`src/rtl/axi_mst_rd_ctrl.sv`:
```
// Single-ID AXI4 read master: turns one client request into one INCR burst on AR
// and streams the returned R beats to the client through a small response FIFO.
module axi_mst_rd_ctrl #(
   parameter int ADDR_W     = 32,
   parameter int DATA_W     = 32,
   parameter int ID_W       = 4,
   parameter int LEN_W      = 8,
   parameter int MST_ID     = 0,
   parameter int FIFO_DEPTH = 4
) (
   input  logic              clk,
   input  logic              rst,
   input  logic              req_valid,
   output logic              req_ready,
   input  logic [ADDR_W-1:0] req_addr,
   input  logic [LEN_W-1:0]  req_len,
   output logic              rsp_valid,
   input  logic              rsp_ready,
   output logic [DATA_W-1:0] rsp_data,
   output logic              rsp_last,
   output logic              rsp_err,
   output logic              axi_mst_arvalid,
   input  logic              axi_mst_arready,
   output logic [ID_W-1:0]   axi_mst_arid,
   output logic [ADDR_W-1:0] axi_mst_araddr,
   output logic [LEN_W-1:0]  axi_mst_arlen,
   output logic [2:0]        axi_mst_arsize,
   output logic [1:0]        axi_mst_arburst,
   output logic              axi_mst_arlock,
   output logic [3:0]        axi_mst_arcache,
   output logic [2:0]        axi_mst_arprot,
   output logic [3:0]        axi_mst_arqos,
   output logic [3:0]        axi_mst_arregion,
   input  logic              axi_mst_rvalid,
   output logic              axi_mst_rready,
   input  logic [ID_W-1:0]   axi_mst_rid,
   input  logic [DATA_W-1:0] axi_mst_rdata,
   input  logic [1:0]        axi_mst_rresp,
   input  logic              axi_mst_rlast
);

   localparam int PTR_W = $clog2(FIFO_DEPTH);
   localparam int CNT_W = PTR_W + 1;
   localparam int ENT_W = DATA_W + 2;

   typedef enum logic [1:0] {IDLE, ADDR, DATA} state_t;

   state_t            state;
   logic [ADDR_W-1:0] ar_addr_q;
   logic [LEN_W-1:0]  ar_len_q;
   logic [LEN_W:0]    beat_cnt;
   logic              err_acc;

   logic [ENT_W-1:0]  mem [FIFO_DEPTH];
   logic [PTR_W-1:0]  wr_ptr;
   logic [PTR_W-1:0]  rd_ptr;
   logic [CNT_W-1:0]  mem_count;

   logic              fifo_full;
   logic              push;
   logic              load_out;
   logic              beat_err;
   logic              acc_err;
   logic              len_hit;
   logic              beat_final;
   logic              push_err;
   logic              addr_lo_unused;

   // Occupancy counts the presented output entry too, so capacity is exactly FIFO_DEPTH.
   assign fifo_full  = (mem_count + CNT_W'(rsp_valid)) == CNT_W'(FIFO_DEPTH);
   assign push       = axi_mst_rvalid && axi_mst_rready;
   assign load_out   = (mem_count != '0) && (!rsp_valid || rsp_ready);
   assign beat_err   = (axi_mst_rresp != 2'b00) || (axi_mst_rid != ID_W'(MST_ID));
   assign acc_err    = err_acc || beat_err;
   assign len_hit    = beat_cnt == {1'b0, ar_len_q};
   assign beat_final = axi_mst_rlast || len_hit;
   // A final beat is in error if any beat failed or rlast disagrees with the length.
   assign push_err   = beat_final && (acc_err || (axi_mst_rlast != len_hit));

   assign addr_lo_unused = ^req_addr[1:0];

   assign req_ready        = (state == IDLE) && !rst;
   assign axi_mst_arvalid  = (state == ADDR);
   assign axi_mst_rready   = (state == DATA) && !fifo_full;
   assign axi_mst_arid     = ID_W'(MST_ID);
   assign axi_mst_araddr   = ar_addr_q;
   assign axi_mst_arlen    = ar_len_q;
   assign axi_mst_arsize   = 3'b010;
   assign axi_mst_arburst  = 2'b01;
   assign axi_mst_arlock   = 1'b0;
   assign axi_mst_arcache  = 4'd0;
   assign axi_mst_arprot   = 3'd0;
   assign axi_mst_arqos    = 4'd0;
   assign axi_mst_arregion = 4'd0;

   always_ff @(posedge clk) begin
      if (rst) begin
         state     <= IDLE;
         ar_addr_q <= '0;
         ar_len_q  <= '0;
         beat_cnt  <= '0;
         err_acc   <= 1'b0;
      end else begin
         case (state)
            IDLE: begin
               if (req_valid) begin
                  ar_addr_q <= {req_addr[ADDR_W-1:2], 2'b00};
                  ar_len_q  <= req_len;
                  beat_cnt  <= '0;
                  err_acc   <= 1'b0;
                  state     <= ADDR;
               end
            end
            ADDR: begin
               if (axi_mst_arready) state <= DATA;
            end
            DATA: begin
               if (push) begin
                  beat_cnt <= beat_cnt + 1'b1;
                  err_acc  <= acc_err;
                  if (beat_final) state <= IDLE;
               end
            end
            default: state <= IDLE;
         endcase
      end
   end

   always_ff @(posedge clk) begin
      if (push) mem[wr_ptr] <= {axi_mst_rdata, beat_final, push_err};
   end

   // Entries reach the output register one cycle after being written to storage.
   always_ff @(posedge clk) begin
      if (rst) begin
         wr_ptr    <= '0;
         rd_ptr    <= '0;
         mem_count <= '0;
         rsp_valid <= 1'b0;
         rsp_data  <= '0;
         rsp_last  <= 1'b0;
         rsp_err   <= 1'b0;
      end else begin
         if (push) wr_ptr <= wr_ptr + 1'b1;
         if (load_out) rd_ptr <= rd_ptr + 1'b1;
         case ({push, load_out})
            2'b10:   mem_count <= mem_count + 1'b1;
            2'b01:   mem_count <= mem_count - 1'b1;
            default: mem_count <= mem_count;
         endcase
         if (load_out) begin
            rsp_valid                     <= 1'b1;
            {rsp_data, rsp_last, rsp_err} <= mem[rd_ptr];
         end else if (rsp_ready) begin
            rsp_valid <= 1'b0;
         end
      end
   end

endmodule
```
`config.mk`:
```
export PLATFORM = sky130hd
export DESIGN_NAME = axi_mst_rd_ctrl
export DESIGN_NICKNAME = d
export VERILOG_FILES = /design/src/rtl/axi_mst_rd_ctrl.sv
export SDC_FILE = /design/constraint.sdc
export NUM_CORES = 1
export LEC_CHECK = 0
export CAP_MARGIN = 0
export CORE_MARGIN = 5
export CORE_UTILIZATION = 55
export CTS_CLUSTER_DIAMETER = 120
export DETAILED_ROUTE_END_ITERATION = 12
export GPL_TIMING_DRIVEN = 0
export PLACE_DENSITY = 0.85
export SYNTH_ARGS = -nofsm -noshare
export SYNTH_HDL_FRONTEND = slang
export SYNTH_SLANG_ARGS = --single-unit
```
`constraint.sdc`:
```
create_clock -name clk -period 4.7 [get_ports clk]
set_input_delay 1.41 -clock clk [delete_from_list [all_inputs] [get_ports clk]]
set_output_delay 1.41 -clock clk [all_outputs]
set_load 0.05 [all_outputs]
```
# Yosys cells after proc, flatten, opt, wreduce, memory -nomap -nowiden
# Memories as Yosys holds them, arrays and structs flattened. A register that Yosys moved wholly into a read port is not among the register bits.
# Index checks and enable logic that the tools add are counted.
[totals]
regBits = 58
ram_bits = 136
output_inout_bits = 103
n_memories = 1
[mem_list]
columns = ["memory", "words", "word_bits", "read_ports", "rd_ports_with_merged_regs", "wr", "line_no", "rtl"]
rows = [
  ["mem", 4, 34, 1, 1, 1, "54", "logic [ENT_W-1:0] mem [FIFO_DEPTH];"],
]
[classes]
addsub = 6
eq_ne = 11
muxes = 16
n_reduce_logical = 23
[ops]
columns = ["operator", "count"]
rows = [
  ["two-way mux 9 bit", 2],
  ["one-hot mux 9 bit (2 select lines)", 1],
  ["adder 9 x 1 -> 9 bit (second input constant)", 1],
  ["== test 9 x 8 -> 1 bit", 1],
  ["two-way mux 2 bit", 4],
  ["nonzero test 2 bit", 4],
  ["two-way mux 1 bit", 6],
  ["!= test 2 bit (second input constant)", 3],
  ["one-hot mux 2 bit (3 select lines)", 1],
  ["one-hot mux 3 bit (2 select lines)", 1],
  ["logical AND 1 bit", 5],
  ["logical OR 1 bit", 5],
  ["adder 2 x 1 -> 2 bit (second input constant)", 2],
  ["== test 2 x 1 -> 1 bit (second input constant)", 2],
  ["== test 2 bit (second input constant)", 2],
  ["AND reduction 4 bit", 1],
  ["nonzero test 4 bit", 1],
  ["adder 3 x 1 -> 3 bit", 1],
  ["adder 3 x 1 -> 3 bit (second input constant)", 1],
  ["== test 3 bit (second input constant)", 1],
  ["logical NOT 1 bit", 3],
  ["AND reduction 3 bit", 1],
  ["nonzero test 3 bit", 1],
  ["subtractor 3 x 1 -> 3 bit (second input constant)", 1],
  ["other kinds (5)", 5],
]

# Longest topological paths before layout
# Gate-level depths: netlist (run 1).
[logic_depth]
ltp_word = 7
ltp_mapped = 12
ltp_nobuf = 11

# Least setup slack after synthesis (run 1)
# OpenSTA, ideal clock, no wires.
[synth_timing]
path_type = "input port to output port"
start = "in rst"
end = "out req_ready"
arrival_time_ns = 2.828
t_required_ns = 3.290
slack_ns = 0.462
cell_stages = 3
path_buffers = 2
path_cell_list = "clkbuf_1 -> clkbuf_1 -> nor3_1"
[synth_via]
elab_chain_len = 2
[synth_rtl]
columns = ["item", "line_no", "rtl"]
rows = [
  ["start: declaration", "12", "input logic rst,"],
  ["logical NOT 1 bit", "82", "assign req_ready = (state == IDLE) && !rst;"],
  ["logical AND 1 bit", "82", ""],
  ["end: declaration", "14", "output logic req_ready,"],
]
# No other way between the ends.

# Worst setup path after layout (run 1)
# Same ends and word-level chain as after synthesis.

==> results of run 1 <==
-- cell usage in the layout, fill, tap and decap left out, types with 2 or more instances in the layout --
master / n
clkbuf_8: 3
clkinv_2: 5
nand4_1: 4
bufinv_16: 4
nand2_1: 155
buf_2: 6
dfxtp_1: 92
a21oi_1: 83
nand2b_1: 3
and2_2: 4
nor2b_1: 4
ha_1: 9
buf_4: 30
buf_12: 3
buf_1: 5
edfxtp_1: 136
o311a_1: 2
or3_1: 3
a31oi_4: 5
o21ai_0: 4
clkbuf_1: 28
nand3_1: 8
xor2_1: 4
inv_1: 10
xnor2_1: 10
nor3_1: 4
nor2_1: 12
clkdlybuf4s50_1: 157
mux4_2: 34
a41oi_1: 2
clkbuf_16: 23
nor3b_1: 2
conb_1: 27
-- power by group through the flow --
| stage | clock, mW | sequential [mW] | combinational (mW) |
|---|---|---|---|
| global route | 2.00 | 2.42 | 1.96 |
| floorplan | 0 | 2.94 | 0.731 |
| global placement | 0 | 2.44 | 1.80 |
| CTS | 1.91 | 2.41 | 1.86 |
| finish | 1.88 | 2.41 | 1.84 |
| detailed placement | 0 | 2.44 | 1.84 |
-- state kept, by name, indices dropped and copies added (netlist names) --
name            count
mem               136
rsp_data           32
axi_mst_araddr     30
beat_cnt            9
axi_mst_arlen       8
mem_count           3
rd_ptr              2
state               2
wr_ptr              2
err_acc             1
rsp_err             1
rsp_last            1
rsp_valid           1
-- kinds of logic (layout without fill, tap and decap cells) --
| family | after synthesis | in the layout |
|---|---|---|
| buffers and inverters | 75 | 276 |
| other | 2 | 27 |
| xor gates and xnor gates | 14 | 14 |
| muxes | 35 | 35 |
| adders and majority gates | 10 | 10 |
| AOI/OAI and AO/OA | 100 | 100 |
| and+or+nand+nor | 202 | 202 |
| DFF | 228 | 228 |
-- tightest hold or removal path, stage by stage, from the launching register on --
cell	delay (ps)
dfxtp_1	310
nand2_1	50
a21oi_1	50
-- synthesized netlist by cell type, drive strengths merged, types with 3 or more instances --
cell,number,share of area
a31oi,5,0.012
nand2b,3,0.0021
nor3,4,0.0023
xnor2,10,0.0099
ha,9,0.013
a21oi,83,0.047
dfxtp,92,0.21
xor2,4,0.0040
mux4,34,0.087
nor2b,4,0.0028
or3,3,0.0021
nor2,12,0.0051
nand4,4,0.0028
inv,11,0.0047
nand3,8,0.0045
buf,42,0.032
edfxtp,136,0.46
o21ai,5,0.0033
clkbuf,22,0.0094
nand2,155,0.066
and2,4,0.0028
-- layer usage --
layer | up-vias | global-route usage | share of wire
met3 | 32 | 0.0511 | 0.091
li1 | 2749 | - | -
met1 | 2783 | 0.265 | 0.40
met2 | 235 | 0.361 | 0.49
met4 | 0 | 0.0644 | 0.020
met5 | - | 0 | 0
-- final timing paths --
kind / slack (ps) / to / cells past startpoint / start
setup / recovery: 230 / req_ready / 4 / rst
hold / removal: 450 / rsp_data[13]$_SDFFE_PP0P_ / 2 / rsp_data[13]$_SDFFE_PP0P_
setup reg to reg: 1820 / mem_count[2]$_SDFFE_PP0P_ / 11 / mem_count[0]$_SDFFE_PP0P_
hold reg to reg: 450 / rsp_data[13]$_SDFFE_PP0P_ / 2 / rsp_data[13]$_SDFFE_PP0P_
-- cell type report --
type	count	share of cell area
clock buffer	32	0.0551
multi-input combinational	388	0.223
timing repair buffer	160	0.141
inverter	11	0.00356
buffer	64	0.0317
tap	216	0.0233
sequential	228	0.510
clock inverter	9	0.0125
-- metrics by stage --
step	setup WS, ps	hold slack [ps]	std cells	util	instance area, um^2
floorplan	462	444	691	-	8920
global placement	224	441	1064	0.680	10800
detailed placement	216	445	1067	0.684	10800
CTS	214	455	1108	0.734	11600
global route	159	471	1108	0.734	11600
finish	227	452	1108	0.734	11600
==> results.toml, run 1 <==
[cts]
cts-root-buf = "clkbuf_16"
cts.clk_slew.worst_paths_ps = 60
cts_made_buffers = 23
cts_sinks = 228
cts-htree-levels = 1
cts_setup_buffers = 0
clk_latency_ps = 500
holdBufCountCts = 0
tritoncts = "built"
cts_buffer_depth = 3
cts_resized = 0

[setup_path]
crit_top_cell = "clkbuf_1"
critPathKind = "input pin to primary output"
worstPathRequired_ps = 3290
endpoint_kind = "primary output"
critPathMaxStageDelay_ps = 730
cp.arrival_ps = 3060
crit_buf_inv = 3
worstPathMaxFanout = 10
worstSetupStartpointType = "input pin"
crit_path_cell_trace = "clkbuf_1 > clkbuf_1 > nor3_1 > clkdlybuf4s50_1"
cp_top_family = "buffers and inverters"
slowest_stage = "clkdlybuf4s50_1"

[grt]
track_usage = 0.210
grt_start_max_net_pins = 35
grt_pass1_vias = 5743
grt_pass1_wl_um = 30400
antenna_found_initial = 0
grt.overflow.total = 0

[route]
first_pass_iters = 4
postRouteAntennaNets = 0
remaining_drc_errors = 0
wl_per_cell_um = 18.2
routed_via_density = 5.23
wl_um = 20200
vias = 5799
drtIter0Drc = 312

[sta]
min_period_ps = 4470
slew_headroom = 0.361
finalCritPeriodShare = 0.952
final.setup.tns_ps = 0
fmax_ghz = 0.224
hold_viol = 0
rsz0062_at_grt = "no"
final_max_slew_viol_count = 0
worst_pin_slew_ps = 959
finalSetupViolCount = 0
finClkSkew_ps = 7.05

[power_and_ir_drop]
power.share.switching = 0.330
p_total_mw = 6.13
power-per-cell-area_nw_per_um2 = 528
irDropWorstVdd_mv = 0.475
p_seq_frac = 0.393
p_switching_mw = 2.02
pwr-share-comb = 0.300
power_frac_clock = 0.307
power.leakage_nw = 4.01
intPower_mw = 4.11

[synthesis]
synth_compound_area_frac = 0.0699
synthFlopType = "edfxtp_1"
yosysUniqueCellTypes = 38
syn_area_um2 = 8830
synthXorXnorAreaFrac = 0.0139
synth-edff-count = 136
async_reset_ff_frac = 0
synth_simple_gate_area_frac = 0.0946
synth_mux_area_frac = 0.0880
synth-seq-area-share = 0.671
ys_ff_latch = 228
synth_warnings = 0
synthAdderAreaFrac = 0.0150
synthCells = 666
synth_top_family_by_area = "simple AND/OR/NAND/NOR gates"
syn_avg_cell_area_um2 = 13.3

[cells_and_area]
layout.nets = 971
fillerInstances = 1052
register_area_um2 = 5930
drive_above_1_share = 0.137
multi_input_area_um2 = 2590
n_antenna_cell = 0
areaGrowthSynthToFinish_pct = 31.6

[floorplan]
die_w_um = 137
die_height_um = 137
std_cell_rows = 46
die_area_um2 = 18700
start_util = 0.558
coreArea_um2 = 15800
io_pins = 188

[placed_design]
portBuffers = 157
place_congestion = 0.822
hpwl_um = 13900

[outcome]
status = "complete, no violations"

[worst_hold_path]
hold_path.class = "flop to flop"

[job]
drv_cap = 0
No activity file was read; power rests on OpenSTA's default activity.
==> run 2, diff against run 1 <==
--- a/config.mk
+++ b/config.mk
@@ -7,11 +7,12 @@
 export LEC_CHECK = 0
 export CAP_MARGIN = 0
 export CORE_MARGIN = 5
-export CORE_UTILIZATION = 55
+export CORE_UTILIZATION = 51
 export CTS_CLUSTER_DIAMETER = 120
 export DETAILED_ROUTE_END_ITERATION = 12
 export GPL_TIMING_DRIVEN = 0
-export PLACE_DENSITY = 0.85
+export PLACE_DENSITY = 0.8
+export SLEW_MARGIN = 10
 export SYNTH_ARGS = -nofsm -noshare
 export SYNTH_HDL_FRONTEND = slang
 export SYNTH_SLANG_ARGS = --single-unit
==> constraint.sdc (replaced) <==
create_clock -name clk -period 4.4 [get_ports clk]
set_input_delay 1.32 -clock clk [delete_from_list [all_inputs] [get_ports clk]]
set_output_delay 1.32 -clock clk [all_outputs]
set_load 0.05 [all_outputs]
==> run 2 against run 1 <==
Against the previous run:
- flip-flop and latch count stayed put
- sequential share of layout area grew 0.29 points
- largest cell class unchanged
- cell area down 0.57%
- non-clock buffer count grew 1
- critical path depth is the same
==> results.toml, run 2 (same netlist as run 1, synthesis figures left out) <==
[setup_path]
worstPathRequired_ps = 3080
worstSetupStartpointType = "input pin"
worstPathMaxFanout = 10
cp.arrival_ps = 2840
critPathMaxStageDelay_ps = 840
crit_path_cell_trace = "clkbuf_1 > clkbuf_2 > nor3_1 > clkdlybuf4s50_1"
critPathKind = "input pin to primary output"
slowest_stage = "clkdlybuf4s50_1"
endpoint_kind = "primary output"

[power_and_ir_drop]
intPower_mw = 4.18
power-per-cell-area_nw_per_um2 = 545
power_frac_clock = 0.284
p_seq_frac = 0.407
irDropWorstVdd_mv = 0.413
pwr-share-comb = 0.308
p_total_mw = 6.30
power.share.switching = 0.337
power.leakage_nw = 3.96
p_switching_mw = 2.12

[floorplan]
io_pins = 188
die_height_um = 142
start_util = 0.516
coreArea_um2 = 17100
std_cell_rows = 48
die_area_um2 = 20000
die_w_um = 142

[route]
wl_um = 19400
drtIter0Drc = 213
postRouteAntennaNets = 0
vias = 5694
first_pass_iters = 4
routed_via_density = 5.09
remaining_drc_errors = 0
wl_per_cell_um = 17.3

[grt]
antenna_found_initial = 0
track_usage = 0.189
grt_pass1_wl_um = 30200
grt.overflow.total = 0
grt_start_max_net_pins = 30
grt_pass1_vias = 5784

[worst_hold_path]
hold_path.class = "flop to flop"

[cts]
cts_resized = 0
tritoncts = "built"
holdBufCountCts = 0
cts_setup_buffers = 0
clk_latency_ps = 500
cts.clk_slew.worst_paths_ps = 60
cts-root-buf = "clkbuf_16"
cts-htree-levels = 1
cts_sinks = 228
cts_buffer_depth = 3
cts_made_buffers = 23

[sta]
finalSetupViolCount = 0
rsz0062_at_grt = "no"
fmax_ghz = 0.241
hold_viol = 0
worst_pin_slew_ps = 638
finClkSkew_ps = 22.8
min_period_ps = 4160
finalCritPeriodShare = 0.945
final.setup.tns_ps = 0
final_max_slew_viol_count = 0
fin_ws_ps = 242
slew_headroom = 0.574

[placed_design]
hpwl_um = 13400
place_ws_ps = 97.7
portBuffers = 157
place_congestion = 0.762
placed_area_um2 = 10900
dp.cells = 1077

[job]
drv_cap = 0

[cells_and_area]
fillerInstances = 1231
n_antenna_cell = 0
final_cells = 1118
stdcell_area_um2 = 11500
max_flop_register = "mem"
final_common_cell = "clkdlybuf4s50_1"
drive_above_1_share = 0.131
largest_reg_flops = 136
layout.nets = 972
layout_common_cells = "clkdlybuf4s50_1, nand2_1, edfxtp_1"
areaGrowthSynthToFinish_pct = 30.8

[outcome]
status = "complete, no violations"
## run 2: changes by cell type in the layout (fill, tap and decap cells not counted)
cell        previous run  this run
bufinv_16              4         1
clkbuf_8               3         1
clkinv_1               0         4
clkinvlp_4             0         1
clkbuf_2               0         1
clkinv_2               5         2
buf_12                 3         4
clkbuf_1              28        30
## run 2: per-stage QoR
step	hold slack (ps)	utilization
3_5_place_dp	446	0.634
3_3_place_gp	441	0.629
4_1_cts	454	0.674
6_report	452	0.674
2_1_floorplan	444	-
5_1_grt	471	0.674
## run 2: final timing paths
kind              depth (start not counted)  slack [ps]                 startpoint                   endpoint
setup reg to reg                         10        1510  mem_count[0]$_SDFFE_PP0P_  mem_count[2]$_SDFFE_PP0P_
hold reg to reg                           2         450  rsp_data[25]$_SDFFE_PP0P_  rsp_data[25]$_SDFFE_PP0P_
setup / recovery                          4         240                        rst                  req_ready
hold / removal                            2         450  rsp_data[25]$_SDFFE_PP0P_  rsp_data[25]$_SDFFE_PP0P_
## run 2: per-layer routing
layer  global-route usage  vias up  wire, um
met5                    0        -         0
met3               0.0452       11      1720
met4               0.0318        0       152
met1                0.242     2741      7910
met2                0.334      202      9590
li1                     -     2740         -
## run 2: cell type report
class	instances	area (um^2)	area share
Sequential cell	228	5930	0.513
Multi-Input combinational cell	388	2590	0.224
Timing Repair Buffer	161	1650	0.143
Clock buffer	33	623	0.0540
Buffer	64	369	0.0320
Tap cell	225	282	0.0244
Clock inverter	8	62.6	0.00542
Inverter	11	41.3	0.00358
## run 2: power by group through the flow
stage	Clock, mW	Combinational (mW)	Sequential, mW
floorplan	0	0.780	3.14
global placement	0	1.93	2.60
detailed placement	0	1.96	2.61
CTS	1.83	1.97	2.57
global route	1.93	2.08	2.59
finish	1.79	1.94	2.57
## run 2: worst max-delay path: cells and delay by family
family / cells / cell delay [ps]
and+or+nand+nor: 1 / 190
buffers and inverters: 3 / 1320
